===== src/rtl/pipe_ctrl_chain.sv =====
// ID/EX -> EX/MEM -> MEM/WB control and destination-tag chain.
// Feeds hazard/forwarding compares; bubbles, squashes, freezes, perf counters.
module pipe_ctrl_chain #(
  parameter int CTRL_W   = 15,
  parameter int REG_W    = 5,
  parameter int LINK_REG = 31,
  parameter int CNT_W    = 16
) (
  input  logic              clk,
  input  logic              rst,
  input  logic              id_valid,
  input  logic [CTRL_W-1:0] id_ctrl,
  input  logic [REG_W-1:0]  id_rs,
  input  logic [REG_W-1:0]  id_rt,
  input  logic [REG_W-1:0]  id_rd,
  input  logic              bubble_n,
  input  logic              flush,
  input  logic              freeze,
  output logic              id_ex_valid,
  output logic [CTRL_W-1:0] id_ex_ctrl,
  output logic              id_ex_memread,
  output logic [REG_W-1:0]  id_ex_rs,
  output logic [REG_W-1:0]  id_ex_rt,
  output logic [REG_W-1:0]  id_ex_dst,
  output logic              ex_mem_regwrite,
  output logic              ex_mem_memread,
  output logic              ex_mem_memwrite,
  output logic              ex_mem_memtoreg,
  output logic [REG_W-1:0]  ex_mem_dst,
  output logic              mem_wb_regwrite,
  output logic              mem_wb_memtoreg,
  output logic [REG_W-1:0]  mem_wb_dst,
  output logic [CNT_W-1:0]  retired_cnt,
  output logic [CNT_W-1:0]  bubble_cnt
);

  localparam logic [REG_W-1:0] LINK = REG_W'(LINK_REG);

  typedef struct packed {
    logic              valid;
    logic [CTRL_W-1:0] ctrl;
    logic [REG_W-1:0]  rs;
    logic [REG_W-1:0]  rt;
    logic [REG_W-1:0]  dst;
  } id_ex_t;

  typedef struct packed {
    logic             valid;
    logic             regwrite;
    logic             memread;
    logic             memwrite;
    logic             memtoreg;
    logic [REG_W-1:0] dst;
  } ex_mem_t;

  typedef struct packed {
    logic             valid;
    logic             regwrite;
    logic             memtoreg;
    logic [REG_W-1:0] dst;
  } mem_wb_t;

  id_ex_t  id_ex_q, id_ex_nxt;
  ex_mem_t ex_mem_q;
  mem_wb_t mem_wb_q;
  logic [REG_W-1:0] id_dst;
  logic             stall_bub;

  always_comb begin
    if (id_ctrl[3])       id_dst = LINK;
    else if (id_ctrl[10]) id_dst = id_rd;
    else                  id_dst = id_rt;
  end

  // flush outranks the stall; only a stall-bubble is counted
  always_comb begin
    id_ex_nxt = '0;
    stall_bub = 1'b0;
    if (flush) begin
      id_ex_nxt = '0;
    end else if (!bubble_n) begin
      stall_bub = 1'b1;
    end else begin
      id_ex_nxt.valid = id_valid;
      id_ex_nxt.ctrl  = id_valid ? id_ctrl : '0;
      id_ex_nxt.rs    = id_rs;
      id_ex_nxt.rt    = id_rt;
      id_ex_nxt.dst   = id_dst;
    end
  end

  always_ff @(posedge clk) begin
    if (rst) begin
      id_ex_q     <= '0;
      ex_mem_q    <= '0;
      mem_wb_q    <= '0;
      retired_cnt <= '0;
      bubble_cnt  <= '0;
    end else if (!freeze) begin
      id_ex_q           <= id_ex_nxt;
      ex_mem_q.valid    <= id_ex_q.valid;
      ex_mem_q.regwrite <= id_ex_q.ctrl[0];
      ex_mem_q.memread  <= id_ex_q.ctrl[7];
      ex_mem_q.memwrite <= id_ex_q.ctrl[6];
      ex_mem_q.memtoreg <= id_ex_q.ctrl[4];
      ex_mem_q.dst      <= id_ex_q.dst;
      mem_wb_q.valid    <= ex_mem_q.valid;
      mem_wb_q.regwrite <= ex_mem_q.regwrite;
      mem_wb_q.memtoreg <= ex_mem_q.memtoreg;
      mem_wb_q.dst      <= ex_mem_q.dst;
      if (mem_wb_q.valid && retired_cnt != '1)
        retired_cnt <= retired_cnt + 1'b1;
      if (stall_bub && bubble_cnt != '1)
        bubble_cnt <= bubble_cnt + 1'b1;
    end
  end

  assign id_ex_valid     = id_ex_q.valid;
  assign id_ex_ctrl      = id_ex_q.ctrl;
  assign id_ex_memread   = id_ex_q.ctrl[7];
  assign id_ex_rs        = id_ex_q.rs;
  assign id_ex_rt        = id_ex_q.rt;
  assign id_ex_dst       = id_ex_q.dst;
  assign ex_mem_regwrite = ex_mem_q.regwrite;
  assign ex_mem_memread  = ex_mem_q.memread;
  assign ex_mem_memwrite = ex_mem_q.memwrite;
  assign ex_mem_memtoreg = ex_mem_q.memtoreg;
  assign ex_mem_dst      = ex_mem_q.dst;
  assign mem_wb_regwrite = mem_wb_q.regwrite;
  assign mem_wb_memtoreg = mem_wb_q.memtoreg;
  assign mem_wb_dst      = mem_wb_q.dst;

endmodule


===== config.mk =====
export PLATFORM = sky130hd
export DESIGN_NAME = pipe_ctrl_chain
export DESIGN_NICKNAME = d
export VERILOG_FILES = /design/src/rtl/pipe_ctrl_chain.sv
export SDC_FILE = /design/constraint.sdc
export NUM_CORES = 1
export LEC_CHECK = 0
export CAP_MARGIN = 20
export CORE_ASPECT_RATIO = 2
export CORE_MARGIN = 2
export CORE_UTILIZATION = 41
export DETAILED_ROUTE_END_ITERATION = 6
export HOLD_SLACK_MARGIN = 0.02
export PLACE_DENSITY = 0.76
export SYNTH_ARGS = -nofsm -noshare
export SYNTH_HDL_FRONTEND = slang
export SYNTH_SLANG_ARGS = --single-unit

===== constraint.sdc =====
create_clock -name clk -period 1.69 [get_ports clk]
set_input_delay 0.338 -clock clk [delete_from_list [all_inputs] [get_ports clk]]
set_output_delay 0.338 -clock clk [all_outputs]
set_load 0.01 [all_outputs]

==> flow_metrics.py, run 1 <==
metrics = {
    "die": {
        "num_io_pins": 116,
        "chipHeight_um": 135,
        "dieArea_um2": 9330,
        "core_area_um2": 8290,
        "row_count": 47,
        "die_w_um": 69.3,
        "initial_core_util": 0.422,
    },
    "clocking": {
        "cts_tree": "done",
        "cts_buffers": 9,
        "clk_pin_slew_worst_paths_ps": 60,
        "clock_path_buffers": 2,
        "insertion_delay_ps": 340,
        "cts.htree.levels": 3,
        "clock_sinks": 81,
        "cts_root_buf": "clkbuf_16",
    },
    "placed_design": {
        "dp.cells": 613,
        "dp_hpwl_mm": 6.84,
        "port_buffers": 115,
        "gp_congestion": 0.798,
    },
    "setup_path": {
        "crit_path_max_fanout": 8,
        "startpoint_type": "flip-flop",
        "cp-end-kind": "flip-flop",
        "worstRegToRegCells": 4,
        "worstSetupPathType": "reg2reg",
        "reg2reg_to": "bubble_cnt[13]",
        "r2r_slack_ps": -30,
        "crit_slowest_cell": "or4_4",
        "crit_arrival_ps": 1980,
        "critPathMaxStageDelay_ps": 510,
        "worstPathCellList": "nand4_1 -> or3_4 -> or4_4 -> a21oi_2",
        "required_ps": 1950,
        "rr_startpoint": "bubble_cnt[6]",
        "cpLargestDelayFamily": "simple AND/OR/NAND/NOR gates",
        "worst-path-buf-inv": 0,
    },
    "worst_hold_path": {
        "min-delay-start": "bubble_cnt[11]",
        "whs_path_depth": 1,
        "hp-class": "reg2reg",
        "min_to": "bubble_cnt[11]",
    },
    "grt": {
        "grt_use_met3": 0.0478,
        "grt_max_degree": 46,
        "globalRouteMet1Util": 0.208,
        "antenna_found_initial": 0,
        "grt_usage": 0.200,
        "grt_pass1_vias": 3326,
        "grt_pass1_wl_mm": 15.1,
        "grt.met2_usage": 0.364,
        "top_usage_layer": "met2",
        "overflow": 0,
    },
    "synth": {
        "syn-cell-area_um2": 3500,
        "synth_edf_count": 0,
        "syn_nets": 422,
        "synth_ff_type": "dfxtp_1",
        "ys_warn_count": 0,
        "ys_async_sr_fraction": 0,
        "synth_cell_types": 42,
        "synthCells": 384,
        "avgSynthCellArea_um2": 9.11,
        "seq_area_frac_synth": 0.464,
        "synth_seq_cells": 81,
    },
    "cells_and_area": {
        "drive_gt1_frac": 0.261,
        "final_nets": 570,
        "mostFrequentLayoutCell": "clkdlybuf4s50_1",
        "instances_no_fill": 635,
        "final_util": 0.667,
        "syn_to_final_growth_pct": 58.0,
        "n_antenna_cell": 0,
        "layout_common_cells": "clkdlybuf4s50_1, nor2_1, dfxtp_1, buf_4, a22oi_1",
    },
    "run_status": {
        "status": "finished, violations left",
        "violations": "negative setup slack",
    },
    "timing": {
        "setup_slack_ps": -27.0,
        "slew_headroom": 0.463,
        "setup_violations": 1,
        "final-max-slew-violation-count": 0,
        "finalHoldViolCount": 0,
        "period_share": 1.02,
        "rsz0062_at_grt": "true",
        "finClkSkew_ps": 5.47,
        "fmax_mhz": 582,
        "finalWorstPathRequiredPeriod_ps": 1720,
        "tightest_slew_ps": 806,
    },
    "run": {
        "cap_violations": 0,
    },
    "pwr": {
        "p_leak_nw": 2.26,
        "power.share.sequential": 0.475,
        "p_sw_frac": 0.238,
        "ir_drop_v": 0.000727,
        "pwr-share-comb": 0.074,
        "p_switching_mw": 0.972,
        "p_clk_frac": 0.451,
        "internal-power_mw": 3.11,
        "powerDensity_nw_per_um2": 738,
    },
    "detailed_routing": {
        "drtIter0Drc": 187,
        "vias_per_cell": 5.47,
        "drc": 0,
        "totalWireLength_mm": 9.72,
        "drt_first_pass_iters": 6,
        "routedWlPerCell_um": 15.3,
        "via_count": 3473,
        "ant_nets": 0,
    },
}
-- worst max path at each step --
stage / start / depth (start not counted) / to
finish: bubble_cnt[6] / 4 / bubble_cnt[13]
detailed placement: flush / 7 / bubble_cnt[13]
CTS: bubble_cnt[13] / 1 / bubble_cnt[13]
global route: bubble_cnt[6] / 4 / bubble_cnt[13]
global placement: flush / 6 / bubble_cnt[9]
floorplan: retired_cnt[0] / 6 / retired_cnt[14]
-- synthesized netlist by cell type (7+ instances only) --
library cell	number	share of area
nor2b_1	9	0.016
a22oi_1	25	0.054
inv_1	8	0.0086
nand2_1	13	0.014
or4_1	12	0.026
nor2_1	60	0.064
nand3_1	10	0.014
mux2i_1	20	0.057
clkbuf_1	16	0.017
o31ai_1	11	0.024
a21oi_1	23	0.033
dfxtp_1	81	0.46
mux2_2	13	0.042
buf_4	12	0.026
o21ai_0	7	0.010
nand4_1	7	0.013
-- power groups by stage --
stage / registers [mW] / logic [mW] / clock network (mW)
2_1_floorplan: 1.99 / 0.123 / 0
3_3_place_gp: 1.98 / 0.294 / 0
3_5_place_dp: 1.98 / 0.297 / 0
4_1_cts: 1.94 / 0.300 / 1.88
5_1_grt: 1.94 / 0.326 / 1.96
6_report: 1.94 / 0.301 / 1.84
-- worst reg2reg max path, stage by stage, from the launching register on --
cell     delay [ps]
dfxtp_2         360
nand4_1         170
or3_4           460
or4_4           510
a21oi_2         140
-- kinds of logic (layout without fill, tap and decap cells) --
family,Yosys count,count (layout),share of synthesized area
multiplexers,34,34,0.102
adder cells (fa/ha/maj),2,2,0.00715
buffers and inverters,45,197,0.0629
AND/OR/NAND/NOR,143,144,0.215
AO/OA/AOI/OAI,79,79,0.149
flip-flops,81,81,0.464
-- registers in the layout, summed over array words and instances (netlist names), 5 cells and up --
signal,flops
bubble_cnt,16
retired_cnt,16
id_ex_ctrl,15
ex_mem_dst,5
id_ex_dst,5
id_ex_rs,5
id_ex_rt,5
mem_wb_dst,5
-- area by class of cell --
type	count	area, um^2
timing repair buffer	173	1610
inverter	8	30.0
multi-input combinational	259	1820
tap	98	123
sequential	81	1660
clock buffer	10	229
fill	669	2760
clock inverter	6	50.0
-- repair_timing --
action | CTS | global route
resized for setup | 14 | 40
pin swaps | 1 | 15
cloned | 0 | 1
setup endpoints to repair | 21 | 35
hold buffers | 0 | 0
setup buffers | 1 | 4
-- stage by stage --
step,setup WS [ps],TNS [ps],hold slack (ps),cell area [um^2],total power [mW]
after floorplan,-22.6,-22.6,460,3580,2.11
after global placement,-369,-4460,442,5040,2.27
after detailed placement,-428,-6020,457,5040,2.28
after CTS,-30.4,-58.9,465,5350,4.12
after global routing,-38.5,-81.3,476,5530,4.22
final,-27.0,-27.0,461,5530,4.08
-- per-layer routing --
layer | part of all wire | up-vias
li1 | - | 1681
met1 | 0.37 | 1630
met2 | 0.54 | 134
met3 | 0.054 | 28
met4 | 0.035 | 0
met5 | 0 | -
Power figures use the tool's default switching activity.
==> run 2, diff against run 1 <==
CORE_ASPECT_RATIO = 0.9   (was 2)
SLEW_MARGIN = 20   (was not set)
TNS_END_PERCENT = 10   (was not set)
==> flow_metrics.py, run 2 (synthesis results as in run 1) <==
metrics = {
    "setup_path": {
        "cp-end-kind": "flip-flop",
        "worst-path-buf-inv": 0,
        "worstSetupPathType": "reg2reg",
        "crit_arrival_ps": 1940,
        "startpoint_type": "flip-flop",
        "rr_startpoint": "bubble_cnt[3]",
        "crit_path_max_fanout": 8,
        "worstPathCellList": "nand4_1 -> or3_4 -> or4_1 -> a21oi_1",
        "critPathMaxStageDelay_ps": 500,
        "required_ps": 1960,
        "r2r_slack_ps": 20,
        "worstRegToRegCells": 4,
        "cpLargestDelayFamily": "simple AND/OR/NAND/NOR gates",
        "cp-startpoint": "bubble_cnt[3]",
        "crit_slowest_cell": "or4_1",
        "reg2reg_to": "bubble_cnt[13]",
        "endpoint": "bubble_cnt[13]",
        "cp.depth": 4,
    },
    "timing": {
        "finalHoldViolCount": 0,
        "worst_hold_slack_ps": 463,
        "final-max-slew-violation-count": 0,
        "setup_slack_ps": 19.9,
        "slew_headroom": 0.474,
        "tightest_slew_ps": 789,
        "period_share": 0.988,
        "rsz0062_at_grt": "true",
        "setup_violations": 0,
        "finalWorstPathRequiredPeriod_ps": 1670,
        "finClkSkew_ps": 13.7,
        "finalSetupTns_ps": 0,
        "fmax_mhz": 599,
    },
    "pwr": {
        "ir_drop_v": 0.000523,
        "power_mw": 3.95,
        "powerDensity_nw_per_um2": 738,
        "p_leak_nw": 2.11,
    },
    "cells_and_area": {
        "drive_gt1_frac": 0.238,
        "layout_common_cells": "clkdlybuf4s50_1, nor2_1, dfxtp_1, buf_4, a22oi_1",
        "post-route-cell-area_um2": 5350,
        "instances_no_fill": 640,
        "mostFrequentLayoutCell": "clkdlybuf4s50_1",
        "syn_to_final_growth_pct": 53.0,
        "final_util": 0.654,
        "final_nets": 558,
        "n_antenna_cell": 0,
    },
    "run_status": {
        "status": "finished, final reports clean",
    },
    "detailed_routing": {
        "ant_nets": 0,
        "drt_first_pass_iters": 4,
        "drtIter0Drc": 78,
        "via_count": 3309,
        "vias_per_cell": 5.17,
        "totalWireLength_mm": 9.11,
        "routedWlPerCell_um": 14.2,
        "drc": 0,
    },
    "grt": {
        "grt_pass1_wl_mm": 15.3,
        "antenna_found_initial": 0,
        "grt_use_met3": 0.0823,
        "grt_pass1_vias": 3239,
        "grt.met2_usage": 0.323,
        "overflow": 0,
        "grt_max_degree": 50,
        "globalRouteMet1Util": 0.256,
        "top_usage_layer": "met2",
        "grt_usage": 0.203,
    },
    "placed_design": {
        "dp.cells": 624,
        "dp_slack_ps": -436,
        "port_buffers": 115,
        "gp_congestion": 0.836,
        "place_area_um2": 5010,
        "dp_hpwl_mm": 6.39,
    },
    "clocking": {
        "clock_sinks": 81,
        "cts_root_buf": "clkbuf_8",
        "cts_tree": "done",
        "clk_pin_slew_worst_paths_ps": 90,
        "insertion_delay_ps": 350,
        "cts_buffers": 9,
        "clock_path_buffers": 2,
        "cts.htree.levels": 3,
        "cts_hold_buf": 0,
    },
    "die": {
        "dieArea_um2": 9290,
        "die_w_um": 101,
        "core_area_um2": 8180,
        "initial_core_util": 0.427,
        "chipHeight_um": 91.6,
        "num_io_pins": 116,
        "row_count": 31,
    },
    "run": {
        "cap_violations": 0,
    },
    "worst_hold_path": {
        "hp-class": "in2reg",
    },
}
## run 2: changes by cell type in the layout (fill, tap and decap cells not counted), moves of 4 or more
| cell | previous run | this run |
|---|---|---|
| dlygate4sd2_1 | 5 | 18 |
| clkdlybuf4s50_1 | 96 | 89 |
| clkbuf_16 | 9 | 0 |
| dlymetal6s2s_1 | 12 | 6 |
| clkbuf_8 | 0 | 9 |
| dfxtp_2 | 20 | 16 |
| dfxtp_4 | 4 | 8 |
| buf_4 | 57 | 45 |
## run 2: worst min-delay path by stage
| stage | startpoint | endpoint | cells after the start |
|---|---|---|---|
| after floorplan | ex_mem_q[9] | mem_wb_q[7] | 2 |
| after global placement | id_ex_dst[2] | id_ex_dst[2] | 2 |
| after detailed placement | id_ex_dst[2] | id_ex_dst[2] | 2 |
| after CTS | freeze | bubble_cnt[2] | 4 |
| after global routing | bubble_n | bubble_cnt[2] | 4 |
| final | bubble_n | bubble_cnt[2] | 4 |
## run 2: worst min-delay path: cells and delay by family
kind / cells / cell delay, ps
and+or+nand+nor: 2 / 130
buffers and inverters: 1 / 140
AOI/OAI and AO/OA: 1 / 150
## run 2: area by class of cell
| class | instances | area (um^2) |
|---|---|---|
| clock buffer | 9 | 124 |
| clock inverter | 7 | 124 |
| fill | 696 | 2830 |
| inverter | 8 | 30.0 |
| multi-input combinational | 258 | 1760 |
| sequential | 81 | 1670 |
| tap | 115 | 144 |
| timing repair buffer | 162 | 1500 |
## run 2: per-layer routing
layer / wire length, um / share of wire
met1: 4010 / 0.44
met2: 4340 / 0.48
met3: 692 / 0.076
met4: 67 / 0.0074
met5: 0 / 0
## run 2: timing repair
action	4_1_cts	5_1_grt
pin swaps	0	6
endpoints found under the setup margin	29	31
gates resized for setup	30	29
buffers inserted	0	0
## run 2: where the power goes
part           total, mW  switching, mW  internal (mW)  leakage (nW)
clock               1.74          0.744          0.994         0.120
sequential          1.93         0.0131           1.91         0.669
combinational      0.285          0.127          0.158          1.32
total               3.95          0.885           3.07          2.11
==> run 3, diff against run 2 <==
CORE_MARGIN = not set   (was 2)
==> flow_metrics.py, run 3 (synthesis results as in run 1) <==
metrics = {
    "run_status": {
        "status": "finished, final reports clean",
    },
    "pwr": {
        "powerDensity_nw_per_um2": 701,
        "power_mw": 3.75,
        "ir_drop_v": 0.000606,
        "p_leak_nw": 2.16,
    },
    "die": {
        "dieArea_um2": 8910,
        "row_count": 31,
        "chipHeight_um": 89.6,
        "num_io_pins": 116,
        "initial_core_util": 0.429,
        "die_w_um": 99.4,
        "core_area_um2": 8150,
    },
    "placed_design": {
        "dp.cells": 612,
        "dp_hpwl_mm": 6.92,
        "gp_congestion": 0.908,
        "port_buffers": 115,
    },
    "grt": {
        "grt_max_degree": 50,
        "grt_pass1_vias": 3236,
        "antenna_found_initial": 0,
        "grt_usage": 0.219,
        "grt_pass1_wl_mm": 15.3,
        "overflow": 0,
    },
    "setup_path": {
        "r2r_slack_ps": 20,
        "reg2reg_to": "retired_cnt[3]",
        "crit_arrival_ps": 1910,
        "worstSetupPathType": "reg2reg",
        "worst-path-buf-inv": 2,
        "crit_slowest_cell": "dfxtp_4",
        "critPathMaxStageDelay_ps": 360,
        "cpLargestDelayFamily": "flip-flops",
        "rr_startpoint": "retired_cnt[1]",
        "cp-end-kind": "flip-flop",
        "startpoint_type": "flip-flop",
        "crit_path_max_fanout": 4,
        "required_ps": 1930,
        "worstRegToRegCells": 7,
        "worstPathCellList": "ha_4 -> nand3_4 -> buf_6 -> nor4_4 -> buf_4 -> a211oi_1 -> mux2_2",
    },
    "timing": {
        "finalWorstPathRequiredPeriod_ps": 1670,
        "slew_headroom": 0.649,
        "final-max-slew-violation-count": 0,
        "fmax_mhz": 597,
        "setup_violations": 0,
        "finClkSkew_ps": 12.6,
        "finalHoldViolCount": 0,
        "tightest_slew_ps": 526,
        "period_share": 0.991,
        "rsz0062_at_grt": "true",
    },
    "clocking": {
        "clk_pin_slew_worst_paths_ps": 80,
        "cts_buffers": 9,
        "cts_root_buf": "clkbuf_8",
        "cts.htree.levels": 3,
        "clock_sinks": 81,
        "cts_hold_buf": 0,
        "cts_tree": "done",
        "insertion_delay_ps": 350,
        "clock_path_buffers": 2,
    },
    "worst_hold_path": {
        "whs_path_depth": 3,
        "min-delay-start": "rst",
        "hp-class": "in2reg",
        "min_to": "retired_cnt[11]",
    },
    "cells_and_area": {
        "instances_no_fill": 629,
        "syn_to_final_growth_pct": 52.9,
        "n_antenna_cell": 0,
        "mostFrequentLayoutCell": "clkdlybuf4s50_1",
        "layout_common_cells": "clkdlybuf4s50_1, nor2_1, dfxtp_1, buf_4, a22oi_1",
        "drive_gt1_frac": 0.232,
        "final_nets": 564,
    },
    "detailed_routing": {
        "drt_first_pass_iters": 4,
        "drtIter0Drc": 166,
        "totalWireLength_mm": 9.89,
        "drc": 0,
        "ant_nets": 0,
        "routedWlPerCell_um": 15.7,
        "vias_per_cell": 5.41,
        "via_count": 3404,
    },
    "run": {
        "cap_violations": 0,
    },
}
-- run 3: through the flow --
step / hold WS (ps) / instance area, um^2 / util / setup TNS, ps / setup slack, ps
after floorplan: 460 / 3570 / - / -102 / -22.6
after global placement: 470 / 5030 / 0.618 / -7080 / -463
after detailed placement: 479 / 5030 / 0.618 / -8840 / -515
after CTS: 389 / 5240 / 0.643 / -21.3 / -21.3
after global routing: 401 / 5350 / 0.657 / -355 / -69.6
final: 416 / 5350 / 0.657 / 0 / 15.3
-- run 3: area by class of cell --
| class | instances | area (um^2) |
|---|---|---|
| fillers | 683 | 2800 |
| repair buffers | 168 | 1560 |
| clock inverters | 5 | 81.3 |
| well taps | 99 | 124 |
| clock buffers | 10 | 128 |
| inverters | 8 | 30.0 |
| multi-input cells | 258 | 1770 |
| flip-flops and latches | 81 | 1660 |
-- run 3: routing by layer --
layer,global-route usage,wire (um)
met1,0.260,4150
met3,0.0960,791
met4,0.0695,69
met2,0.361,4880
met5,0,0
-- run 3: repair_timing --
action                                  CTS  global route
endpoints found under the setup margin   40            28
gates resized for setup                  33            23
pin swaps                                 2             5
buffers inserted                          0             2
endpoints found under the hold margin     0             0
-- run 3: where the power goes --
group	internal, mW	switching [mW]
Sequential	1.92	0.0146
Combinational	0.165	0.131
Clock	0.825	0.695
Total	2.91	0.840
-- run 3: how the worst max path moves through the flow --
| stage | start | end | depth (start not counted) |
|---|---|---|---|
| 4_1_cts | bubble_cnt[1] | bubble_cnt[7] | 7 |
| 2_1_floorplan | retired_cnt[0] | retired_cnt[14] | 6 |
| 3_5_place_dp | flush | bubble_cnt[10] | 5 |
| 3_3_place_gp | flush | bubble_cnt[10] | 5 |
| 5_1_grt | retired_cnt[1] | retired_cnt[3] | 7 |
| 6_report | retired_cnt[1] | retired_cnt[3] | 7 |
-- run 3: worst reg2reg max path: stages (launching register included) --
cell,delay (ps)
dfxtp_4,360
ha_4,170
nand3_4,90
buf_6,110
nor4_4,40
buf_4,160
a211oi_1,280
mux2_2,360
